===== src/rtl/mon_pkg.sv =====
// Shared types and default widths for the register-file checkpoint monitor.
// Optional feature macro (see top): MON_HALT_ON_FAIL_EN.
package mon_pkg;

    localparam int MON_DATA_W     = 32;
    localparam int MON_REG_AW     = 5;
    localparam int MON_NUM_CHECKS = 16;
    localparam int MON_CYC_W      = 32;
    localparam int MON_MAX_CYCLES = 1000;

    typedef enum logic [1:0] {
        IDLE = 2'd0,
        RUN  = 2'd1,
        DONE = 2'd2
    } mon_state_t;

    // Default checkpoint layout; the table stores entries packed in this field order.
    typedef struct packed {
        logic [MON_CYC_W-1:0]  cycle;
        logic [MON_REG_AW-1:0] reg_addr;
        logic [MON_DATA_W-1:0] value;
    } mon_entry_t;

endpackage


===== src/rtl/monitor_check_table.sv =====
// Checkpoint table: one write port, a full-entry read at ptr and a cycle-only
// read at ptr+1, both combinational so the compare happens in the same clock.
module monitor_check_table
    import mon_pkg::*;
#(
    parameter int DEPTH = MON_NUM_CHECKS,
    parameter int IDX_W = $clog2(MON_NUM_CHECKS),
    parameter int CYC_W = MON_CYC_W,
    parameter int ENT_W = MON_CYC_W + MON_REG_AW + MON_DATA_W
) (
    input  logic             clk,
    input  logic             wr_en,
    input  logic [IDX_W-1:0] wr_idx,
    input  logic [ENT_W-1:0] wr_entry,
    input  logic [IDX_W-1:0] rd_idx_a,
    output logic [ENT_W-1:0] rd_entry_a,
    input  logic [IDX_W-1:0] rd_idx_b,
    output logic [CYC_W-1:0] rd_cycle_b
);

    logic [ENT_W-1:0] mem_q [DEPTH];

    // Contents deliberately survive reset so a run can be restarted without reloading.
    always_ff @(posedge clk) begin
        if (wr_en) begin
            mem_q[wr_idx] <= wr_entry;
        end
    end

    assign rd_entry_a = mem_q[rd_idx_a];
    assign rd_cycle_b = mem_q[rd_idx_b][ENT_W-1 -: CYC_W];

endmodule


===== src/rtl/regfile_checkpoint_monitor.sv =====
// Snoops the register file at listed cycles and compares against expected values.
// Define MON_HALT_ON_FAIL_EN to stop the run at the first failing entry.
module regfile_checkpoint_monitor
    import mon_pkg::*;
#(
    parameter int DATA_W     = MON_DATA_W,
    parameter int REG_AW     = MON_REG_AW,
    parameter int NUM_CHECKS = MON_NUM_CHECKS,
    parameter int CYC_W      = MON_CYC_W,
    parameter int MAX_CYCLES = MON_MAX_CYCLES,
    parameter int IDX_W      = $clog2(NUM_CHECKS)
) (
    input  logic              clk,
    input  logic              rst_n,
    input  logic              cfg_we,
    input  logic [IDX_W-1:0]  cfg_idx,
    input  logic [CYC_W-1:0]  cfg_cycle,
    input  logic [REG_AW-1:0] cfg_reg,
    input  logic [DATA_W-1:0] cfg_value,
    input  logic [IDX_W:0]    cfg_num,
    input  logic              start,
    output logic [REG_AW-1:0] rf_addr,
    input  logic [DATA_W-1:0] rf_data,
    output logic              cpu_stall,
    output logic              busy,
    output logic              done,
    output logic              pass,
    output logic              timeout,
    output logic [IDX_W:0]    fail_cnt,
    output logic [IDX_W-1:0]  first_fail_idx,
    output logic [CYC_W-1:0]  cyc_cnt
);

    localparam int ENT_W = CYC_W + REG_AW + DATA_W;

    typedef struct packed {
        logic [CYC_W-1:0]  cycle;
        logic [REG_AW-1:0] reg_addr;
        logic [DATA_W-1:0] value;
    } entry_t;

    mon_state_t        state_q, state_d;
    logic [IDX_W:0]    num_q, num_d;
    logic [IDX_W:0]    ptr_q, ptr_d;
    logic [IDX_W:0]    fail_cnt_q, fail_cnt_d;
    logic [IDX_W-1:0]  first_fail_q, first_fail_d;
    logic              timeout_q, timeout_d;
    logic [CYC_W-1:0]  cyc_q, cyc_d;

    entry_t            ent;
    logic [CYC_W-1:0]  nx_cycle;
    logic [IDX_W:0]    ptr_nx;
    logic              consume;
    logic              fail_now;
    logic              stall;

    assign ptr_nx = ptr_q + 1'b1;

    monitor_check_table #(
        .DEPTH (NUM_CHECKS),
        .IDX_W (IDX_W),
        .CYC_W (CYC_W),
        .ENT_W (ENT_W)
    ) u_table (
        .clk        (clk),
        .wr_en      (cfg_we && (state_q != RUN)),
        .wr_idx     (cfg_idx),
        .wr_entry   ({cfg_cycle, cfg_reg, cfg_value}),
        .rd_idx_a   (ptr_q[IDX_W-1:0]),
        .rd_entry_a (ent),
        .rd_idx_b   (ptr_nx[IDX_W-1:0]),
        .rd_cycle_b (nx_cycle)
    );

    always_comb begin
        state_d      = state_q;
        num_d        = num_q;
        ptr_d        = ptr_q;
        fail_cnt_d   = fail_cnt_q;
        first_fail_d = first_fail_q;
        timeout_d    = timeout_q;
        cyc_d        = cyc_q;
        rf_addr      = '0;
        consume      = 1'b0;
        fail_now     = 1'b0;
        stall        = 1'b0;

        case (state_q)
            IDLE, DONE: begin
                if (start) begin
                    state_d      = RUN;
                    num_d        = (cfg_num > (IDX_W+1)'(NUM_CHECKS)) ? (IDX_W+1)'(NUM_CHECKS) : cfg_num;
                    ptr_d        = '0;
                    cyc_d        = CYC_W'(1);
                    fail_cnt_d   = '0;
                    first_fail_d = '0;
                    timeout_d    = 1'b0;
                end
            end
            RUN: begin
                if (ptr_q >= num_q) begin
                    state_d = DONE;
                end else begin
                    if (ent.cycle == cyc_q) begin
                        rf_addr  = ent.reg_addr;
                        consume  = 1'b1;
                        fail_now = (rf_data != ent.value);
                    end else if (ent.cycle < cyc_q) begin
                        // Entry already in the past: missed or table not sorted.
                        consume  = 1'b1;
                        fail_now = 1'b1;
                    end
                    if (consume) begin
                        ptr_d = ptr_nx;
                    end
                    if (fail_now) begin
                        fail_cnt_d = fail_cnt_q + 1'b1;
                        if (fail_cnt_q == '0) begin
                            first_fail_d = ptr_q[IDX_W-1:0];
                        end
                    end
                    // Freeze the core so the next same-cycle entry sees the same register state.
                    stall = consume && (ptr_nx < num_q) && (nx_cycle == cyc_q);
`ifdef MON_HALT_ON_FAIL_EN
                    if (fail_now) begin
                        stall   = 1'b0;
                        state_d = DONE;
                    end
`endif
                    if (!stall && (cyc_q != '1)) begin
                        cyc_d = cyc_q + 1'b1;
                    end
                    if ((state_d == RUN) && !stall && (cyc_q >= CYC_W'(MAX_CYCLES)) && (ptr_d < num_q)) begin
                        state_d   = DONE;
                        timeout_d = 1'b1;
                        cyc_d     = cyc_q;
                    end
                end
            end
            default: begin
                state_d = IDLE;
            end
        endcase
    end

    assign cpu_stall = stall;

    always_ff @(posedge clk) begin
        if (!rst_n) begin
            state_q      <= IDLE;
            num_q        <= '0;
            ptr_q        <= '0;
            fail_cnt_q   <= '0;
            first_fail_q <= '0;
            timeout_q    <= 1'b0;
            cyc_q        <= '0;
        end else begin
            state_q      <= state_d;
            num_q        <= num_d;
            ptr_q        <= ptr_d;
            fail_cnt_q   <= fail_cnt_d;
            first_fail_q <= first_fail_d;
            timeout_q    <= timeout_d;
            cyc_q        <= cyc_d;
        end
    end

    assign busy           = (state_q == RUN);
    assign done           = (state_q == DONE);
    assign pass           = done && (fail_cnt_q == '0) && !timeout_q;
    assign timeout        = timeout_q;
    assign fail_cnt       = fail_cnt_q;
    assign first_fail_idx = first_fail_q;
    assign cyc_cnt        = cyc_q;

endmodule


===== config.mk =====
export PLATFORM = sky130hd
export DESIGN_NAME = regfile_checkpoint_monitor
export DESIGN_NICKNAME = d
export VERILOG_FILES = /design/src/rtl/mon_pkg.sv /design/src/rtl/monitor_check_table.sv /design/src/rtl/regfile_checkpoint_monitor.sv
export SDC_FILE = /design/constraint.sdc
export NUM_CORES = 1
export LEC_CHECK = 0
export BUFFER_PORTS_ARGS = -buffer_cell sky130_fd_sc_hd__buf_2
export CORE_AREA = 4 4 346 433
export CTS_CLUSTER_DIAMETER = 60
export DETAILED_ROUTE_END_ITERATION = 8
export DIE_AREA = 0 0 350 437
export HOLD_SLACK_MARGIN = 0.1
export SYNTH_ARGS = -nofsm -noshare
export SYNTH_HDL_FRONTEND = slang
export SYNTH_SLANG_ARGS = --single-unit

===== constraint.sdc =====
create_clock -name clk -period 8.7 [get_ports clk]
set_clock_uncertainty 0.1 [all_clocks]
set_input_delay 0 -clock clk [delete_from_list [all_inputs] [get_ports clk]]
set_output_delay 0 -clock clk [all_outputs]
set_load 0.005 [all_outputs]

==> flow_results.xml <==
<?xml version="1.0" encoding="UTF-8"?>
<metrics>
  <group name="outcome">
    <metric name="outcome" unit="">completed</metric>
  </group>
  <group name="clock_tree">
    <metric name="path_clk_slew" unit="ns">0.06</metric>
    <metric name="tritoncts" unit="">yes</metric>
    <metric name="postCtsSetupRepairBufs" unit="">0</metric>
    <metric name="library_cell_used_as_clock_root_buffer" unit="">clkbuf_16</metric>
    <metric name="clkLatencyLatePin" unit="ns">0.73</metric>
    <metric name="numCtsBuffers" unit="">111</metric>
    <metric name="h-tree-depth" unit="">3</metric>
    <metric name="ctsLongestPathBuffers" unit="">3</metric>
    <metric name="cts_sinks" unit="">1162</metric>
  </group>
  <group name="synthesis">
    <metric name="synth_nets" unit="">2704</metric>
    <metric name="yosysSeqAreaShare" unit="">0.6770</metric>
    <metric name="synth.ff_latch_count" unit="">1162</metric>
    <metric name="post_synthesis_cell_count" unit="">2539</metric>
    <metric name="yosys_warnings" unit="">0</metric>
    <metric name="synth_adder_area_share" unit="">0.01259</metric>
    <metric name="post_synth_and_or_nand_nor_area_fraction" unit="">0.03298</metric>
    <metric name="synth-edff-count" unit="">1104</metric>
    <metric name="syn_area" unit="µm²">50680</metric>
    <metric name="ys.flop_type" unit="">edfxtp_1</metric>
    <metric name="synthesis.area_per_instance" unit="µm²">19.96</metric>
    <metric name="muxShareOfSynthArea" unit="">0.2243</metric>
    <metric name="xor_and_xnor_fraction_of_the_mapped_netlist_area" unit="">0.01123</metric>
    <metric name="ys_async_sr_fraction" unit="">0</metric>
    <metric name="synth_top_family_by_area" unit="">multiplexers</metric>
    <metric name="synth.lib_cells_used.distinct" unit="">68</metric>
    <metric name="synth-compound-area-share" unit="">0.02303</metric>
  </group>
  <group name="floorplanning">
    <metric name="start_util" unit="">0.3472</metric>
    <metric name="num_io_pins" unit="">165</metric>
    <metric name="placementRows" unit="">157</metric>
    <metric name="fp.dieArea" unit="µm²">153000</metric>
    <metric name="die_h" unit="µm">437</metric>
    <metric name="core-area" unit="µm²">146000</metric>
    <metric name="die_width" unit="µm">350</metric>
  </group>
  <group name="sta">
    <metric name="shortest_period_the_worst_path_allows" unit="ns">7.435</metric>
    <metric name="setup_repair_after_global_routing_missed_its_margin" unit="">false</metric>
    <metric name="slew-limit-headroom" unit="">0.2616</metric>
    <metric name="report.final.hold_viol_count" unit="">0</metric>
    <metric name="report.final.setup_viol" unit="">0</metric>
    <metric name="timing.final.max_slew_violations" unit="">0</metric>
    <metric name="finalCritPeriodShare" unit="">0.8546</metric>
    <metric name="totalNegativeSetupSlack" unit="ns">0</metric>
    <metric name="highest_attainable_clock_frequency" unit="MHz">134.5</metric>
    <metric name="final.setup.worst_slack" unit="ns">1.265</metric>
    <metric name="worst-slew-pin-transition" unit="ns">1.098</metric>
  </group>
  <group name="run">
    <metric name="max_cap_violations" unit="">0</metric>
  </group>
  <group name="final_layout">
    <metric name="area_growth" unit="%">15.52</metric>
    <metric name="layout_commonest_cell" unit="">edfxtp_1</metric>
    <metric name="final.fill_count" unit="">12889</metric>
    <metric name="share_of_post_route_cells_with_drive_strength_above_1" unit="">0.3001</metric>
    <metric name="most-common-layout-cells" unit="">edfxtp_1 (1104), mux4_2 (466), buf_2 (164)</metric>
    <metric name="final_nets" unit="">3016</metric>
  </group>
  <group name="drt">
    <metric name="routed_via_density" unit="">5.625</metric>
    <metric name="drt_first_iter_violations" unit="">2564</metric>
    <metric name="detailroute.via_count" unit="">27285</metric>
    <metric name="routed_wl" unit="mm">138.3</metric>
    <metric name="antenna_violating_nets_post_route" unit="">0</metric>
    <metric name="detail_route.drc_violations" unit="">0</metric>
    <metric name="drt_wl_cell" unit="µm">28.50</metric>
    <metric name="drt_pre_antenna_iters" unit="">5</metric>
  </group>
  <group name="grt">
    <metric name="grt_antenna_before_repair" unit="">14</metric>
    <metric name="grt_remaining_overflow" unit="">0</metric>
    <metric name="grt_start_max_net_pins" unit="">93</metric>
    <metric name="groute.usage.overall" unit="">0.1794</metric>
    <metric name="wire_length_of_the_first_global_routing_pass" unit="mm">200.4</metric>
    <metric name="via_count_of_the_first_global_routing_pass" unit="">27806</metric>
  </group>
  <group name="worst_setup_path">
    <metric name="worst-setup-path-type" unit="">register to register</metric>
    <metric name="critical_path_required" unit="ns">9.24</metric>
    <metric name="timing.critical_path.to_type" unit="">register</metric>
    <metric name="critPathLaunchType" unit="">register</metric>
    <metric name="critPathMaxFanout" unit="">38</metric>
    <metric name="cp.arrival" unit="ns">7.98</metric>
  </group>
  <group name="hold_path">
    <metric name="worstHoldPathType" unit="">input port to register</metric>
    <metric name="hold_startpoint" unit="">cfg_value[4]</metric>
  </group>
  <group name="placement">
    <metric name="io_buffers" unit="">164</metric>
    <metric name="place.detailed.hpwl" unit="mm">81.82</metric>
    <metric name="place_congestion" unit="">0.8775</metric>
    <metric name="pre_cts_ws" unit="ns">1.365</metric>
  </group>
  <group name="power_and_ir_drop">
    <metric name="total_power" unit="mW">11.27</metric>
    <metric name="p_leak" unit="nW">17.64</metric>
    <metric name="ir_worst_vdd" unit="mV">0.1605</metric>
    <metric name="cellPowerDensity" unit="nW/µm²">192.4</metric>
  </group>
</metrics>
-- stage by stage --
stage / hold slack [ns] / instances / utilization / area, µm²
floorplan: -0.001131 / 2539 / - / 50680
global placement: 0.1951 / 4525 / 0.3689 / 53850
detailed placement: 0.2028 / 4525 / 0.3689 / 53850
CTS: 0.1031 / 4844 / 0.4010 / 58530
global route: 0.1517 / 4847 / 0.4011 / 58540
finish: 0.1448 / 4851 / 0.4011 / 58550
-- critical path, cell delays in order, from the launching register on --
cell	delay, ns
dfxtp_4	0.61
buf_12	0.36
mux4_2	0.54
mux4_2	0.51
ha_1	0.32
nand4_1	0.23
nor4_1	0.75
nand3_1	0.27
a21boi_1	0.28
nor2_1	0.35
nand2_1	0.18
nor2_1	0.16
xor2_1	0.21
ha_1	0.27
and3_1	0.20
a211oi_1	0.25
o221ai_1	0.15
a31oi_1	0.32
a21o_1	0.60
buf_4	0.33
o21ai_0	0.11
a21oi_1	0.19
-- kinds of logic (layout without fill, tap and decap cells) --
logic type	after synthesis	in the layout
flip-flops	1162	1162
multiplexers	552	552
AND/OR/NAND/NOR	320	320
buffers and inverters	201	598
AO/OA/AOI/OAI	191	191
XOR/XNOR	62	62
adder cells (fa/ha/maj)	51	51
other	0	7
-- cell usage after synthesis, drive strengths merged, types with 4 or more instances --
cell,count,share of area
a211oi,10,0.0015
a21o,11,0.0016
a21oi,71,0.0070
a22oi,4,0.00059
a31oi,8,0.00099
and3,13,0.0016
buf,85,0.010
clkbuf,65,0.0048
dfxtp,58,0.023
edfxtp,1104,0.65
ha,51,0.013
inv,51,0.0039
mux2,9,0.0020
mux2i,77,0.015
mux4,466,0.21
nand2,73,0.0054
nand2b,6,0.00074
nand3,40,0.0042
nand4,29,0.0036
nor2,47,0.0035
nor2b,19,0.0023
nor3,24,0.0024
nor3b,4,0.00059
nor4,21,0.0027
o2111ai,4,0.00069
o21a,6,0.00089
o21ai,43,0.0042
o31ai,7,0.0010
or2,4,0.00054
or3,26,0.0032
or4,5,0.00074
xnor2,43,0.0078
xor2,19,0.0034
-- state kept, by name, indices dropped and copies added, names as in the netlist, named ones only --
signal,count
num_q,5
cyc_cnt,32
timeout,1
fail_cnt,5
u_table.mem_q,1104
state_q,2
first_fail_idx,4
ptr_q,5
-- worst paths after layout --
kind | depth (start not counted) | slack, ns | to
worst max-delay path | 21 | 1.26 | cyc_cnt[30]
worst min-delay path | 2 | 0.14 | u_table.mem_q[12][4]
worst max register to register | 21 | 1.26 | cyc_cnt[30]
worst min register to register | 2 | 0.37 | first_fail_idx[2]
-- what timing repair did --
| action | CTS | global route |
|---|---|---|
| hold endpoints to repair | 1390 | 0 |
| hold buffers | 121 | 0 |
| gates resized for setup | 0 | 0 |
-- routing by layer --
metal,vias to the layer above,global-route usage,wire length (µm)
met4,10,0.04994,3359
met3,171,0.02897,8450
met1,14730,0.2430,57030
li1,11373,-,-
met2,1001,0.3008,69350
met5,-,0,69
-- final cells by class --
cell class,count,area (µm²),share of cell area
Clock buffer,140,2964,0.05063
Inverter,51,196.4,0.003355
Clock inverter,58,509.2,0.008698
Multi-Input combinational cell,1176,15540,0.2655
Tap cell,1908,2387,0.04077
Sequential cell,1162,34330,0.5864
Timing Repair Buffer,349,2600,0.04441
Antenna cell,7,17.52,0.0002992
-- where the power goes --
| group | switching, mW | internal [mW] |
|---|---|---|
| combinational | 0.249 | 0.156 |
| sequential | 0.0231 | 6.19 |
| clock | 2.07 | 2.59 |
Power figures use the tool's default switching activity.
